==> config.mk <==
export PLATFORM = sky130hd
export DESIGN_NAME = alu_op_scheduler
export DESIGN_NICKNAME = d
export VERILOG_FILES = /design/src/rtl/alu_pkg.sv /design/src/rtl/sync_fifo.sv /design/src/rtl/alu_op_scheduler.sv
export SDC_FILE = /design/constraint.sdc
export NUM_CORES = 1
export LEC_CHECK = 0
export ABC_AREA = 1
export BUFFER_PORTS_ARGS = -buffer_cell sky130_fd_sc_hd__buf_2
export CAP_MARGIN = 20
export CORE_UTILIZATION = 25
export CTS_BUF_LIST = sky130_fd_sc_hd__clkbuf_8
export CTS_CLUSTER_DIAMETER = 100
export DETAILED_ROUTE_END_ITERATION = 16
export PLACE_DENSITY = 0.5
export RECOVER_POWER = 100
export SLEW_MARGIN = 20
export SYNTH_ARGS = -nofsm -noshare
export SYNTH_HDL_FRONTEND = slang
export SYNTH_SLANG_ARGS = --single-unit
==> constraint.sdc <==
create_clock -name clk -period 13.5 [get_ports clk]
set_clock_uncertainty 0.15 [all_clocks]
set_input_delay 2.7 -clock clk [delete_from_list [all_inputs] [get_ports clk]]
set_output_delay 2.7 -clock clk [all_outputs]
set_load 0.1 [all_outputs]
==> src/rtl/alu_pkg.sv <==
// Shared definitions for the ALU command scheduler.
// - Opcode constants as presented to the IEEE-754 ALU.
// - Bit positions inside the 5-bit exception flag vector.
// - Precision-mode encoding and the scheduler FSM state encoding.
// - hp_mask(): clears the upper half-word of a value in half-precision mode.
package alu_pkg;

  localparam logic [2:0] OP_ADD = 3'b000;
  localparam logic [2:0] OP_SUB = 3'b001;
  localparam logic [2:0] OP_MUL = 3'b010;
  localparam logic [2:0] OP_DIV = 3'b011;

  // Flag vector layout: {invalid, div_by_zero, overflow, underflow, inexact}
  localparam int unsigned FLG_NV = 4;
  localparam int unsigned FLG_DZ = 3;
  localparam int unsigned FLG_OF = 2;
  localparam int unsigned FLG_UF = 1;
  localparam int unsigned FLG_NX = 0;

  localparam logic MODE_SP = 1'b1;
  localparam logic MODE_HP = 1'b0;

  typedef enum logic [1:0] {
    StIdle  = 2'd0,
    StIssue = 2'd1,
    StDrain = 2'd2,
    StResp  = 2'd3
  } sched_state_e;

  // Half-precision values live in [15:0]; whatever sits above is not part of the operand.
  function automatic logic [31:0] hp_mask(input logic [31:0] data, input logic mode_fp,
                                          input bit enable);
    return (enable && (mode_fp == MODE_HP)) ? {16'h0000, data[15:0]} : data;
  endfunction

endpackage

==> src/rtl/sync_fifo.sv <==
// Single-clock FIFO with show-ahead read port.
// Ports:
//   clk, rst        clock and asynchronous active-high reset
//   push, wdata     write request and data (ignored while full)
//   pop             read request (ignored while empty); rdata shows the head entry
//   full, empty     occupancy status
// DEPTH must be a power of two so the pointers wrap naturally.
module sync_fifo #(
  parameter int unsigned WIDTH = 8,
  parameter int unsigned DEPTH = 4
) (
  input  logic             clk,
  input  logic             rst,
  input  logic             push,
  input  logic [WIDTH-1:0] wdata,
  input  logic             pop,
  output logic [WIDTH-1:0] rdata,
  output logic             full,
  output logic             empty
);

  localparam int unsigned AW = (DEPTH > 1) ? $clog2(DEPTH) : 1;
  localparam int unsigned CW = $clog2(DEPTH) + 1;

  logic [WIDTH-1:0] mem [DEPTH];
  logic [AW-1:0]    wptr_q, rptr_q;
  logic [CW-1:0]    count_q;
  logic             do_push, do_pop;

  assign full    = (count_q == CW'(DEPTH));
  assign empty   = (count_q == '0);
  assign do_push = push && !full;
  assign do_pop  = pop && !empty;
  assign rdata   = mem[rptr_q];

  // Storage needs no reset: an entry is only read after it has been written.
  always_ff @(posedge clk) begin
    if (do_push) begin
      mem[wptr_q] <= wdata;
    end
  end

  always_ff @(posedge clk or posedge rst) begin
    if (rst) begin
      wptr_q  <= '0;
      rptr_q  <= '0;
      count_q <= '0;
    end else begin
      if (do_push) begin
        wptr_q <= wptr_q + 1'b1;
      end
      if (do_pop) begin
        rptr_q <= rptr_q + 1'b1;
      end
      unique case ({do_push, do_pop})
        2'b10:   count_q <= count_q + 1'b1;
        2'b01:   count_q <= count_q - 1'b1;
        default: count_q <= count_q;
      endcase
    end
  end

endmodule

==> src/rtl/alu_op_scheduler.sv <==
// Buffered command front-end for one IEEE-754 ALU instance.
// Commands (operands, opcode, precision, rounding, tag) are queued in a FIFO and issued one
// at a time over the ALU start/valid_out handshake; tagged results come back in command order
// over a valid/ready port, and exception flags are accumulated into sticky_flags.
// Ports:
//   clk, rst                         clock, asynchronous active-high reset
//   in_valid/in_ready, in_*          command port (in_ready = FIFO not full)
//   alu_op_a/b, alu_op_code, alu_mode_fp, alu_round_mode, alu_start   to the ALU
//   alu_result, alu_valid_out, alu_flags                               from the ALU
//   out_valid/out_ready, out_result, out_flags, out_tag, out_timeout   response port
//   sticky_flags, sticky_clr         accumulated flags and their clear
//   busy                             FIFO non-empty or an op in flight
module alu_op_scheduler
  import alu_pkg::*;
#(
  parameter int unsigned DEPTH   = 4,
  parameter int unsigned TAG_W   = 4,
  parameter int unsigned TIMEOUT = 64,
  parameter bit          HP_MASK = 1'b1
) (
  input  logic             clk,
  input  logic             rst,
  input  logic             in_valid,
  output logic             in_ready,
  input  logic [31:0]      in_op_a,
  input  logic [31:0]      in_op_b,
  input  logic [2:0]       in_op_code,
  input  logic             in_mode_fp,
  input  logic             in_round_mode,
  input  logic [TAG_W-1:0] in_tag,
  output logic [31:0]      alu_op_a,
  output logic [31:0]      alu_op_b,
  output logic [2:0]       alu_op_code,
  output logic             alu_mode_fp,
  output logic             alu_round_mode,
  output logic             alu_start,
  input  logic [31:0]      alu_result,
  input  logic             alu_valid_out,
  input  logic [4:0]       alu_flags,
  output logic             out_valid,
  input  logic             out_ready,
  output logic [31:0]      out_result,
  output logic [4:0]       out_flags,
  output logic [TAG_W-1:0] out_tag,
  output logic             out_timeout,
  output logic [4:0]       sticky_flags,
  input  logic             sticky_clr,
  output logic             busy
);

  localparam int unsigned PAYLOAD_W = TAG_W + 1 + 1 + 3 + 32 + 32;
  localparam int unsigned TCNT_W    = $clog2(TIMEOUT) + 1;

  // FIFO interface
  logic                 fifo_push, fifo_pop, fifo_full, fifo_empty;
  logic [PAYLOAD_W-1:0] fifo_wdata, fifo_rdata;

  // Head-of-queue fields
  logic [31:0]      head_a, head_b;
  logic [2:0]       head_code;
  logic             head_mode, head_round;
  logic [TAG_W-1:0] head_tag;

  // State
  sched_state_e     state_q, state_d;
  logic [TCNT_W-1:0] tcnt_q, tcnt_d;
  logic [31:0]      op_a_q, op_a_d, op_b_q, op_b_d;
  logic [2:0]       op_code_q, op_code_d;
  logic             mode_q, mode_d, round_q, round_d, start_q, start_d;
  logic [TAG_W-1:0] issue_tag_q, issue_tag_d;
  logic             out_valid_q, out_valid_d, out_timeout_q, out_timeout_d;
  logic [31:0]      out_result_q, out_result_d;
  logic [4:0]       out_flags_q, out_flags_d, sticky_q, sticky_d;
  logic [TAG_W-1:0] out_tag_q, out_tag_d;

  assign in_ready   = !fifo_full;
  assign fifo_push  = in_valid && !fifo_full;
  assign fifo_wdata = {in_tag, in_round_mode, in_mode_fp, in_op_code, in_op_b, in_op_a};

  assign head_a     = fifo_rdata[31:0];
  assign head_b     = fifo_rdata[63:32];
  assign head_code  = fifo_rdata[66:64];
  assign head_mode  = fifo_rdata[67];
  assign head_round = fifo_rdata[68];
  assign head_tag   = fifo_rdata[69 +: TAG_W];

  sync_fifo #(
    .WIDTH (PAYLOAD_W),
    .DEPTH (DEPTH)
  ) u_fifo (
    .clk   (clk),
    .rst   (rst),
    .push  (fifo_push),
    .wdata (fifo_wdata),
    .pop   (fifo_pop),
    .rdata (fifo_rdata),
    .full  (fifo_full),
    .empty (fifo_empty)
  );

  always_comb begin
    state_d       = state_q;
    tcnt_d        = tcnt_q;
    fifo_pop      = 1'b0;
    op_a_d        = op_a_q;
    op_b_d        = op_b_q;
    op_code_d     = op_code_q;
    mode_d        = mode_q;
    round_d       = round_q;
    start_d       = start_q;
    issue_tag_d   = issue_tag_q;
    out_valid_d   = out_valid_q;
    out_result_d  = out_result_q;
    out_flags_d   = out_flags_q;
    out_tag_d     = out_tag_q;
    out_timeout_d = out_timeout_q;

    unique case (state_q)
      StIdle: begin
        if (!fifo_empty) begin
          fifo_pop    = 1'b1;
          op_a_d      = hp_mask(head_a, head_mode, HP_MASK);
          op_b_d      = hp_mask(head_b, head_mode, HP_MASK);
          op_code_d   = head_code;
          mode_d      = head_mode;
          round_d     = head_round;
          issue_tag_d = head_tag;
          start_d     = 1'b1;
          tcnt_d      = '0;
          state_d     = StIssue;
        end
      end
      StIssue: begin
        tcnt_d = tcnt_q + 1'b1;
        if (alu_valid_out) begin
          start_d       = 1'b0;
          out_result_d  = hp_mask(alu_result, mode_q, HP_MASK);
          out_flags_d   = alu_flags;
          out_tag_d     = issue_tag_q;
          out_timeout_d = 1'b0;
          state_d       = StDrain;
        end else if (tcnt_q == TCNT_W'(TIMEOUT - 1)) begin
          // ALU never answered: abort and report a clean, zeroed result.
          start_d       = 1'b0;
          out_result_d  = '0;
          out_flags_d   = '0;
          out_tag_d     = issue_tag_q;
          out_timeout_d = 1'b1;
          state_d       = StDrain;
        end
      end
      StDrain: begin
        // Let the ALU drop valid_out so it cannot be mistaken for the next op's result.
        if (!alu_valid_out) begin
          out_valid_d = 1'b1;
          state_d     = StResp;
        end
      end
      StResp: begin
        if (out_ready) begin
          out_valid_d = 1'b0;
          state_d     = StIdle;
        end
      end
      default: begin
        state_d = StIdle;
      end
    endcase
  end

  // A clear coinciding with a handshake still keeps the flags of the op completing now.
  always_comb begin
    sticky_d = sticky_q;
    if (out_valid_q && out_ready) begin
      sticky_d = (sticky_clr ? 5'b0 : sticky_q) | out_flags_q;
    end else if (sticky_clr) begin
      sticky_d = '0;
    end
  end

  always_ff @(posedge clk or posedge rst) begin
    if (rst) begin
      state_q       <= StIdle;
      tcnt_q        <= '0;
      op_a_q        <= '0;
      op_b_q        <= '0;
      op_code_q     <= '0;
      mode_q        <= 1'b0;
      round_q       <= 1'b0;
      start_q       <= 1'b0;
      issue_tag_q   <= '0;
      out_valid_q   <= 1'b0;
      out_result_q  <= '0;
      out_flags_q   <= '0;
      out_tag_q     <= '0;
      out_timeout_q <= 1'b0;
      sticky_q      <= '0;
    end else begin
      state_q       <= state_d;
      tcnt_q        <= tcnt_d;
      op_a_q        <= op_a_d;
      op_b_q        <= op_b_d;
      op_code_q     <= op_code_d;
      mode_q        <= mode_d;
      round_q       <= round_d;
      start_q       <= start_d;
      issue_tag_q   <= issue_tag_d;
      out_valid_q   <= out_valid_d;
      out_result_q  <= out_result_d;
      out_flags_q   <= out_flags_d;
      out_tag_q     <= out_tag_d;
      out_timeout_q <= out_timeout_d;
      sticky_q      <= sticky_d;
    end
  end

  assign alu_op_a       = op_a_q;
  assign alu_op_b       = op_b_q;
  assign alu_op_code    = op_code_q;
  assign alu_mode_fp    = mode_q;
  assign alu_round_mode = round_q;
  assign alu_start      = start_q;
  assign out_valid      = out_valid_q;
  assign out_result     = out_result_q;
  assign out_flags      = out_flags_q;
  assign out_tag        = out_tag_q;
  assign out_timeout    = out_timeout_q;
  assign sticky_flags   = sticky_q;
  assign busy           = !fifo_empty || (state_q != StIdle);

endmodule
### Word level (Yosys, flattened, before mapping)

Memory sizes are Yosys's and may differ from the RTL's.
Index checks and enable logic that the tools add are counted.

* $add $sub $neg: 5
* equality and inequality tests: 11
* mux-type cells: 33
* bitwise gates (word level): 2
* reductions and logical operators: 20

Operators by type and width (count)
* $mux 32: 5
* $mux 5: 4
* $pmux 7 s2: 1
* $mux 1: 11
* $mux 2: 5
* $reduce_bool 2->1: 5
* $mux 4: 2
* $pmux 2 s4: 1
* $add 7x1->7 const B: 1
* $eq 7x6->1 const B: 1
* $mux 7: 1
* $eq 2x2->1 const B: 3
* $ne 2x2->1 const B: 3
* $pmux 3 s2: 1
* $reduce_and 2->1: 3
* $reduce_and 3->1: 2
* $or 5x5->5: 1
* $add 2x1->2 const B: 2
* $eq 2x1->1 const B: 2
* $logic_and 1x1->1: 4
* $pmux 1 s2: 2
* $reduce_and 4->1: 1
* $add 3x1->3 const B: 1
* $eq 3x3->1 const B: 1
* 7 further kinds: 8

* bits in registers: 138
* bits in writable memories: 292
* input bits: 116
* output and inout port bits: 120
* word-level logic and storage cells: 90
* memories: 1

Memories
* u_fifo.mem: depth 4, width 73, read ports 1, clocked after memory_dff 0, write ports 1, RTL line sync_fifo.sv:25 `logic [WIDTH-1:0] mem [DEPTH];`

### Longest topological paths before layout

Gate-level depths: netlist (run 1).

* word-level depth: 6
* gate-level depth with buffers: 10
* depth with buffers taken out: 9

### By module

From an unflattened synthesis (run 1), not the netlist that was laid out.

* cell total of the unflattened synthesis: 1520
* area total of the unflattened synthesis: 17535.6 um^2

By module, submodules not included
* sync_fifo: instances 1, cells each 914, area each 12094.1 um^2, sequential area each 8943.6 um^2
* alu_op_scheduler: instances 1, cells each 606, area each 5441.5 um^2, sequential area each 3278.1 um^2

### Least setup slack after synthesis (run 1)

Ideal clock, no wire load.

* path kind: input-to-reg
* start: input port in_valid
* end: memory u_fifo.mem[0][0] (netlist name), enable pin
* setup time: 0.505 ns
* data arrival time: 5.997 ns
* required time: 12.845 ns
* setup slack: 6.848 ns
* cell stages on the path: 2
* buffers on the path: 0
* cells stage by stage: nand2_1 -> nor2_1

* longest elaborated chain between the ends: 4

RTL lines
* from (decl): RTL line alu_op_scheduler.sv:23 `input logic in_valid,`
* $logic_and 1x1->1: RTL line alu_op_scheduler.sv:77 `assign fifo_push = in_valid && !fifo_full;`
* $logic_and 1x1->1: RTL line sync_fifo.sv:32 `assign do_push = push && !full;`
* $mux 1: RTL line sync_fifo.sv:38 `if (do_push) begin`
* $mux 1 (not written as such): RTL line sync_fifo.sv:39 `mem[wptr_q] <= wdata;`
* to (decl): RTL line sync_fifo.sv:25

Every way passes these cells.

==> impl_metrics.yaml, run 1 <==
run_status:
  status: "finished with violations"
  violations: "max-capacitance violations, max-slew violations"
grt:
  grt_pass1_vias: 11300
  grt_pass1_wl_mm: 66.5
  grt_overflow: 0
  grtUsageTotal_pct: 12.6
  grt_max_degree: 83
  grt_antenna_before_repair: 11
floorplan:
  die_x_um: 263
  design.core.area_sq_um: 67200
  fp.dieH_um: 263
  ios: 236
  initial_core_util_pct: 25.3
  rows: 95
  dieArea_sq_um: 69000
worst_setup_path:
  cp-start-kind: "input port"
  worstPathArrival_ps: 7680
  timing.rr.end: "alu_op_a[31]$_DFFE_PP0P_"
  cp_max_fo: 76
  rr_startpoint: "state_q[0]$_DFFE_PP0P_"
  crit_type: "input port to async pin"
  cp_cell_sequence: "buf_2 > clkinvlp_2 > clkbuf_1"
  cp_slowest_cell: "clkbuf_1"
  cp_top_family: "buffers and inverters"
  critPathRequiredTime_ps: 13280
  r2r_slack_ps: 5750
  ff2ff_path_depth: 7
  path_buf_inv: 3
  cpPeakStageDelay_ps: 2650
  end_kind: "async pin"
clocking:
  numClockSinks: 430
  ctsHtreeMaxLevel: 3
  numCtsBuffers: 77
  insertion_delay_ps: 660
  clockRootBuffer: "clkbuf_8"
  post_cts_resize_count: 0
  hold_buffers: 0
  cts.path.max_buffers: 3
  post_cts_buffers: 0
  tritoncts: "done"
  clk_pin_slew_worst_paths_ps: 50
drt:
  wl_per_cell_um: 16.5
  dr_total_vias: 11200
  wl_met2_mm: 20.5
  top_layer_used: "met5"
  via_per_inst: 4.23
  drt-initial-drc-count: 570
  wl_met1_mm: 19.3
  ant_nets: 0
  drtPass1Iterations: 5
  wl_met3_mm: 2.70
  drc: 0
  routed_wirelength_mm: 43.5
logic_synthesis:
  synth_xor_area_share_pct: 0.206
  yosys_warnings: 0
  synth.area.mux_share_pct: 0.0663
  yosysTopAreaCellShare_pct: 51.6
  synth.cell_area_sq_um: 17000
  synth.ff_latch_count: 430
  yosys.area_share.simple_pct: 15.6
  synth_ff_type: "edfxtp_1"
  syn_nets: 1582
  synth-compound-area-share_pct: 6.97
  syn_inst: 1455
  syn_avg_cell_area_sq_um: 11.7
  ys_seq_area_share_pct: 71.9
  synth_edf_count: 292
  ys_types: 34
  async_flop_share_pct: 32.1
  synth_fa_ha_area_share_pct: 0.854
  synth_top_cells_by_area: "edfxtp_1 (52%), dfrtp_1 (20%), nand2_1 (9.3%)"
  synth_area_leader_cell: "edfxtp_1"
  synth_top_family_by_area: "simple AND/OR/NAND/NOR gates"
worst_hold_path:
  worstHoldStart: "out_result[6]$_DFFE_PP0P_"
  hold_depth: 2
  hold_end: "out_result[6]$_DFFE_PP0P_"
  hold_class: "flop to flop"
finish:
  regArea_sq_um: 12200
  multi_input_area_sq_um: 3970
  n_fill_cell: 6935
  fin_nets: 1832
  syn2layout_area_growth_pct: 18.5
  final_util_pct: 30.0
  drive_gt1_share_pct: 10.5
placed_design:
  port_buffers: 235
  gp_congestion: 0.738
  place_hpwl_mm: 25.6
sta:
  slew_headroom_pct: -155
  fin_tns_setup_ps: 0
  post-route-min-period_ps: 7900
  setup_viol: 0
  tightest_slew_ps: 3800
  hold_viol: 0
  fmax_mhz: 127
  slew_viol_final: 664
  fin_crit_sh_pct: 58.5
  grt_setup_unrepaired: "false"
job:
  cap_violations: 14
-- cells by family (layout without fill, tap and decap cells) --
kind of cell	after synthesis	after routing
buf+inv	143	456
other cells	0	2
xor+xnor	4	4
fa+ha+maj	11	11
flops	430	430
compound gates	224	224
simple gates	642	642
mux	1	1
-- worst reg2reg max path: stages, from the launching register on --
cell and delay [ps]:
dfrtp_1 390, inv_1 90, ha_1 240, nand2_1 2100, clkinvlp_2 2440, clkbuf_1 1500
nand3_1 630, nand2_1 90
-- cell type report --
cell class | instances | share of cell area (%)
Inverter | 68 | 1.30
Multi-Input combinational cell | 882 | 19.7
Tap cell | 873 | 5.42
Timing Repair Buffer | 246 | 4.92
Antenna cell | 2 | 0.0248
Clock buffer | 86 | 5.88
Clock inverter | 56 | 2.03
Sequential cell | 430 | 60.7
-- state kept, by name, summed over array words and instances, names as in the netlist, 2 cells and up --
signal and cells:
u_fifo.mem 292, alu_op_a 32, alu_op_b 32, out_result 32, tcnt_q 7, out_flags 5, sticky_flags 5, issue_tag_q 4
out_tag 4, alu_op_code 3, u_fifo.count_q 3, state_q 2, u_fifo.rptr_q 2, u_fifo.wptr_q 2
-- cells in the final DEF (no fill, tap or decap), types with 8 or more instances in the layout --
master | synthesis | routed
nand2_1 | 419 | 421
edfxtp_1 | 292 | 292
clkbuf_1 | 23 | 202
o21ai_0 | 145 | 169
nor2_1 | 164 | 164
dfrtp_1 | 138 | 136
inv_1 | 65 | 95
clkbuf_8 | 0 | 86
buf_2 | 20 | 39
o22ai_1 | 36 | 36
nand3_1 | 18 | 26
nand3_2 | 29 | 21
o21ai_1 | 34 | 12
ha_1 | 10 | 10
clkinv_1 | 0 | 8
-- Yosys cell counts, types with 4 or more instances --
library cell / n
nand2_1: 419
edfxtp_1: 292
nor2_1: 164
o21ai_0: 145
dfrtp_1: 138
inv_1: 65
o22ai_1: 36
o21ai_1: 34
nand3_2: 29
clkbuf_1: 23
buf_2: 20
nand3_1: 18
buf_4: 14
buf_6: 12
ha_1: 10
nor2_2: 4
-- how the worst max path moves through the flow --
stage	from	slack, ps	cells after the start	end
CTS	state_q[0]$_DFFE_PP0P_	8500	4	busy
global placement	in_valid	8060	4	u_fifo.mem[3][23]$_DFFE_PP_
detailed placement	in_valid	8050	4	u_fifo.mem[3][29]$_DFFE_PP_
floorplan	in_valid	6850	2	u_fifo.mem[0][0]$_DFFE_PP_
global route	rst	4280	3	alu_op_code[1]$_DFFE_PP0P_
finish	rst	5600	3	out_result[3]$_DFFE_PP0P_
-- layer usage --
metal  global-route usage, %  vias up
met2                    20.4      259
met4                    4.83       18
li1                        -     5426
met5                       0        -
met1                    15.5     5408
met3                    4.11       75
-- per-stage QoR --
| stage | setup WS (ps) | hold WS, ps | instance area (sq um) | instances |
|---|---|---|---|---|
| 2_1_floorplan | 6850 | 303 | 17000 | 1455 |
| 3_3_place_gp | 8060 | 298 | 18900 | 2499 |
| 3_5_place_dp | 8050 | 305 | 18900 | 2499 |
| 4_1_cts | 8500 | 318 | 20500 | 2641 |
| 5_1_grt | 4280 | 339 | 20100 | 2643 |
| 6_report | 5600 | 320 | 20100 | 2643 |
Power of run 1 is not shown: default switching activity piles up to over one toggle a cycle in this logic, so the estimate is an artifact.
==> run 2: changes to the inputs <==
--- a/config.mk
+++ b/config.mk
@@ -12,7 +12,7 @@
 export CTS_BUF_LIST = sky130_fd_sc_hd__clkbuf_8
 export CTS_CLUSTER_DIAMETER = 100
 export DETAILED_ROUTE_END_ITERATION = 16
-export PLACE_DENSITY = 0.5
+export PLACE_DENSITY = 0.52
 export RECOVER_POWER = 100
 export SLEW_MARGIN = 20
 export SYNTH_ARGS = -nofsm -noshare
==> constraint.sdc (replaced) <==
create_clock -name clk -period 6.9 [get_ports clk]
set_clock_uncertainty 0.15 [all_clocks]
set_input_delay 1.38 -clock clk [delete_from_list [all_inputs] [get_ports clk]]
set_output_delay 1.38 -clock clk [all_outputs]
set_load 0.1 [all_outputs]
==> impl_metrics.yaml, run 2 (synthesis gave the netlist of run 1 again) <==
floorplan:
  dieArea_sq_um: 69000
  fp.dieH_um: 263
  ios: 236
  die_x_um: 263
  initial_core_util_pct: 25.3
  rows: 95
  design.core.area_sq_um: 67200
placed_design:
  gp_congestion: 0.716
  port_buffers: 235
  placed_area_sq_um: 18900
  place_ws_ps: 2890
  place_hpwl_mm: 25.7
worst_setup_path:
  cp_cell_sequence: "buf_2 > nand2_1 > nor2_1 > clkbuf_2"
  critPathRequiredTime_ps: 6980
  path_buf_inv: 2
  cp-start-kind: "input port"
  crit_type: "input port to flop"
  cpPeakStageDelay_ps: 1840
  end_kind: "flop"
  cp_top_family: "simple AND/OR/NAND/NOR gates"
  worstPathArrival_ps: 4940
  cp_slowest_cell: "nor2_1"
  cp_max_fo: 49
clocking:
  numCtsBuffers: 75
  cts.path.max_buffers: 3
  ctsHtreeMaxLevel: 3
  numClockSinks: 430
  clockRootBuffer: "clkbuf_8"
  clk_pin_slew_worst_paths_ps: 60
  hold_buffers: 0
  tritoncts: "done"
  insertion_delay_ps: 650
  post_cts_resize_count: 0
  post_cts_buffers: 0
finish:
  regMostFlops: "u_fifo.mem"
  n_fill_cell: 6896
  regArea_sq_um: 12200
  syn2layout_area_growth_pct: 17.8
  multi_input_area_sq_um: 3970
  fin_nets: 1829
  drive_gt1_share_pct: 10.3
  fin_area_sq_um: 20000
  largest_register_ffs: 292
  mostFrequentLayoutCell: "nand2_1"
  layout_common_cells: "nand2_1 (421), edfxtp_1 (292), clkbuf_1 (197)"
worst_hold_path:
  hold_class: "flop to flop"
drt:
  wl_per_cell_um: 16.2
  routed_wirelength_mm: 42.9
  drc: 0
  drtPass1Iterations: 5
  ant_nets: 0
  dr_total_vias: 11100
  drt-initial-drc-count: 568
  via_per_inst: 4.22
grt:
  grt_antenna_before_repair: 19
  grtUsageTotal_pct: 12.4
  grt_pass1_vias: 11400
  grt_max_degree: 106
  grt_overflow: 0
  grt_pass1_wl_mm: 66.1
sta:
  tightest_slew_ps: 4100
  setup_ws_ps: 2030
  slew_viol_final: 362
  fin_tns_setup_ps: 0
  fin_crit_sh_pct: 70.5
  hold_viol: 0
  setup_viol: 0
  fmax_mhz: 206
  grt_setup_unrepaired: "false"
  slew_headroom_pct: -175
  post-route-min-period_ps: 4870
job:
  cap_violations: 9
run_status:
  status: "finished with violations"
  violations: "max-capacitance violations, max-slew violations"
-- run 2: changes by cell type in the layout (fill, tap and decap cells not counted), moves of 3 or more --
| cell | previous run | this run |
|---|---|---|
| bufinv_16 | 6 | 3 |
| clkinv_2 | 4 | 9 |
| clkbuf_8 | 86 | 81 |
| inv_1 | 95 | 82 |
| diode_2 | 2 | 7 |
| clkinv_1 | 8 | 18 |
| clkbuf_1 | 202 | 197 |
-- run 2: path summary, 6_finish.rpt --
| kind | slack [ps] | start | end | cells past startpoint |
|---|---|---|---|---|
| max reg2reg | 2260 | u_fifo.count_q[0]$_DFFE_PP0P_ | u_fifo.mem[2][54]$_DFFE_PP_ | 5 |
| min | 320 | out_result[9]$_DFFE_PP0P_ | out_result[9]$_DFFE_PP0P_ | 2 |
| min in group asynchronous | 1790 | rst | out_flags[4]$_DFFE_PP0P_ | 2 |
| max | 2030 | in_valid | u_fifo.mem[2][54]$_DFFE_PP_ | 4 |
| min reg2reg | 320 | out_result[9]$_DFFE_PP0P_ | out_result[9]$_DFFE_PP0P_ | 2 |
| max in group asynchronous | 2580 | rst | u_fifo.rptr_q[0]$_DFFE_PP0P_ | 3 |
-- run 2: stage by stage --
step                      hold slack (ps)  util, %  instances
after floorplan                       303        -       1455
after global placement                298     28.1       2498
after detailed placement              305     28.2       2498
after CTS                             318     30.3       2634
after global routing                  343     29.8       2636
final                                 319     29.8       2641
-- run 2: cell type report --
class / instances / area share [%]
Clock buffer: 81 / 5.57
Tap cell: 873 / 5.46
Multi-Input combinational cell: 882 / 19.8
Timing Repair Buffer: 245 / 5.00
Inverter: 68 / 1.33
Sequential cell: 430 / 61.1
Clock inverter: 55 / 1.66
Antenna cell: 7 / 0.0875
-- run 2: worst reg2reg max path: stages, from the launching register on --
cell	delay, ps
dfrtp_1	410
nor2_2	80
nand2_1	80
nand2_1	270
nor2_1	1840
clkbuf_2	1340
-- run 2: routing by layer --
layer  vias up  share of wire [%]  track usage [%]
met5         -               0.32                0
met4        22                2.2             4.66
met3        92                8.3             4.95
met2       297                 44             19.2
met1      5304                 45             15.6
li1       5425                  -                -
Power of run 2 is left out for the same reason.
==> run 3: changes to the inputs <==
--- a/config.mk
+++ b/config.mk
@@ -5,14 +5,14 @@
 export SDC_FILE = /design/constraint.sdc
 export NUM_CORES = 1
 export LEC_CHECK = 0
-export ABC_AREA = 1
+export ABC_AREA = 0
 export BUFFER_PORTS_ARGS = -buffer_cell sky130_fd_sc_hd__buf_2
 export CAP_MARGIN = 20
 export CORE_UTILIZATION = 25
 export CTS_BUF_LIST = sky130_fd_sc_hd__clkbuf_8
 export CTS_CLUSTER_DIAMETER = 100
 export DETAILED_ROUTE_END_ITERATION = 16
-export PLACE_DENSITY = 0.52
+export PLACE_DENSITY = 0.5
 export RECOVER_POWER = 100
 export SLEW_MARGIN = 20
 export SYNTH_ARGS = -nofsm -noshare
==> constraint.sdc (replaced) <==
create_clock -name clk -period 4.8 [get_ports clk]
set_clock_uncertainty 0.15 [all_clocks]
set_input_delay 0.96 -clock clk [delete_from_list [all_inputs] [get_ports clk]]
set_output_delay 0.96 -clock clk [all_outputs]
set_load 0.1 [all_outputs]
==> impl_metrics.yaml, run 3 <==
run_status:
  status: "finished with violations"
  violations: "max-capacitance violations, max-slew violations"
sta:
  slew_viol_final: 232
  fmax_mhz: 261
  slew_headroom_pct: -73.3
  grt_setup_unrepaired: "false"
  fin_tns_setup_ps: 0
  hold_slack_ps: 155
  setup_viol: 0
  fin_crit_sh_pct: 79.8
  setup_ws_ps: 969
  hold_viol: 0
  tightest_slew_ps: 2600
  post-route-min-period_ps: 3830
grt:
  grt_pass1_wl_mm: 59.8
  grtUsageTotal_pct: 12.0
  grt_max_degree: 97
  grt_overflow: 0
  grt_pass1_vias: 9604
  grt_antenna_before_repair: 15
logic_synthesis:
  syn_avg_cell_area_sq_um: 17.7
  ys_seq_area_share_pct: 75.9
  ys_types: 41
  synth_top_cells_by_area: "edfxtp_1 (54%), dfrtp_1 (21%), mux4_2 (10%)"
  syn_nets: 1037
  ys_top_cells_by_count: "edfxtp_1 (292), nand2_1 (164), dfrtp_1 (138)"
  synth.ff_latch_count: 430
  synth.area.mux_share_pct: 10.7
  synth.cell_area_sq_um: 16100
  syn_inst: 910
  synth_edf_count: 292
  yosys.area_share.simple_pct: 4.99
  yosysTopAreaCellShare_pct: 54.5
  async_flop_share_pct: 32.1
  yosys_warnings: 0
  synth_xor_area_share_pct: 0.490
  synth-compound-area-share_pct: 4.65
  yosysMostFrequentCell: "edfxtp_1"
  synth_top_family_by_area: "multiplexers"
  synth_ff_type: "edfxtp_1"
  synth_area_leader_cell: "edfxtp_1"
  synth_fa_ha_area_share_pct: 0.901
finish:
  fin_nets: 1322
  n_fill_cell: 6360
  regArea_sq_um: 12200
  layout_common_cells: "edfxtp_1 (292), clkbuf_1 (200), nand2_1 (164)"
  syn2layout_area_growth_pct: 21.5
  multi_input_area_sq_um: 3500
  regMostFlops: "u_fifo.mem"
  largest_register_ffs: 292
  mostFrequentLayoutCell: "edfxtp_1"
  drive_gt1_share_pct: 19.4
drt:
  via_per_inst: 4.19
  routed_wirelength_mm: 38.8
  drt-initial-drc-count: 626
  drc: 0
  drtPass1Iterations: 5
  wl_per_cell_um: 18.4
  ant_nets: 0
  dr_total_vias: 8808
worst_setup_path:
  cp-start-kind: "flop"
  cp_cell_sequence: "nor2_1 > nand2_1 > and3_1 > clkbuf_1"
  cp_max_fo: 29
  end_kind: "flop"
  crit_type: "flop to flop"
  worstPathArrival_ps: 3920
  r2r_slack_ps: 970
  critPathRequiredTime_ps: 4880
  cpPeakStageDelay_ps: 1320
  cp_slowest_cell: "and3_1"
placed_design:
  port_buffers: 235
  gp_congestion: 0.806
  place_ws_ps: 1880
  place_hpwl_mm: 23.8
clocking:
  tritoncts: "done"
  clockRootBuffer: "clkbuf_8"
  numCtsBuffers: 74
  ctsHtreeMaxLevel: 3
  numClockSinks: 430
  insertion_delay_ps: 640
  hold_buffers: 0
  post_cts_buffers: 0
  clk_pin_slew_worst_paths_ps: 60
  cts.path.max_buffers: 3
  post_cts_resize_count: 0
worst_hold_path:
  hold_class: "input port to async pin"
floorplan:
  die_x_um: 256
  dieArea_sq_um: 65400
  design.core.area_sq_um: 63300
  ios: 236
  initial_core_util_pct: 25.4
  fp.dieH_um: 256
  rows: 92
job:
  cap_violations: 7
==> run 3: metrics by stage <==
step | instance area [sq um] | instances | utilization [%]
2_1_floorplan | 16100 | 910 | -
3_3_place_gp | 18300 | 1962 | 28.9
3_5_place_dp | 18400 | 1964 | 29.0
4_1_cts | 19900 | 2100 | 31.4
5_1_grt | 19600 | 2102 | 30.9
6_report | 19600 | 2104 | 30.9
==> run 3: worst paths after layout <==
check,depth (start not counted),start,endpoint
min in group clk,2,alu_op_a[14]$_DFFE_PP0P_,alu_op_a[14]$_DFFE_PP0P_
hold reg to reg,2,alu_op_a[14]$_DFFE_PP0P_,alu_op_a[14]$_DFFE_PP0P_
max in group asynchronous,3,rst,alu_op_b[1]$_DFFE_PP0P_
setup reg to reg,4,u_fifo.count_q[0]$_DFFE_PP0P_,u_fifo.mem[0][32]$_DFFE_PP_
hold / removal,2,rst,out_result[8]$_DFFE_PP0P_
setup / recovery,4,u_fifo.count_q[0]$_DFFE_PP0P_,u_fifo.mem[0][32]$_DFFE_PP_
==> run 3: worst max-delay path: cells and delay by family, from the launching register on <==
family	cells	cell delay, ps
simple gates	3	1580
buf+inv	1	1180
flops	1	500
==> run 3: final cells by class <==
class                           instances  area share, %
Clock buffer                           87           6.12
Timing Repair Buffer                  254           5.61
Sequential cell                       430           62.5
Antenna cell                            3         0.0384
Inverter                               46          0.889
Multi-Input combinational cell        389           17.9
Tap cell                              846           5.41
Clock inverter                         49           1.55
==> run 3: kinds of logic (layout without fill, tap and decap cells) <==
group                      count (synthesis)  count (layout)
adders and majority gates                 11              11
other                                      0               3
and+or+nand+nor                          194             194
xor gates and xnor gates                   9               9
buffers and inverters                     91             436
muxes                                     81              81
DFF                                      430             430
AOI/OAI and AO/OA                         94              94
==> run 3: layer usage <==
layer / vias up / share of wire, % / track usage [%] / wire (um)
met5: - / 0.37 / 0 / 144
met4: 22 / 2.3 / 4.42 / 910
met3: 94 / 7.7 / 4.58 / 3000
met2: 240 / 47 / 19.1 / 18100
met1: 4438 / 43 / 14.8 / 16600
li1: 4014 / - / - / -
Power of run 3 is left out for the same reason.
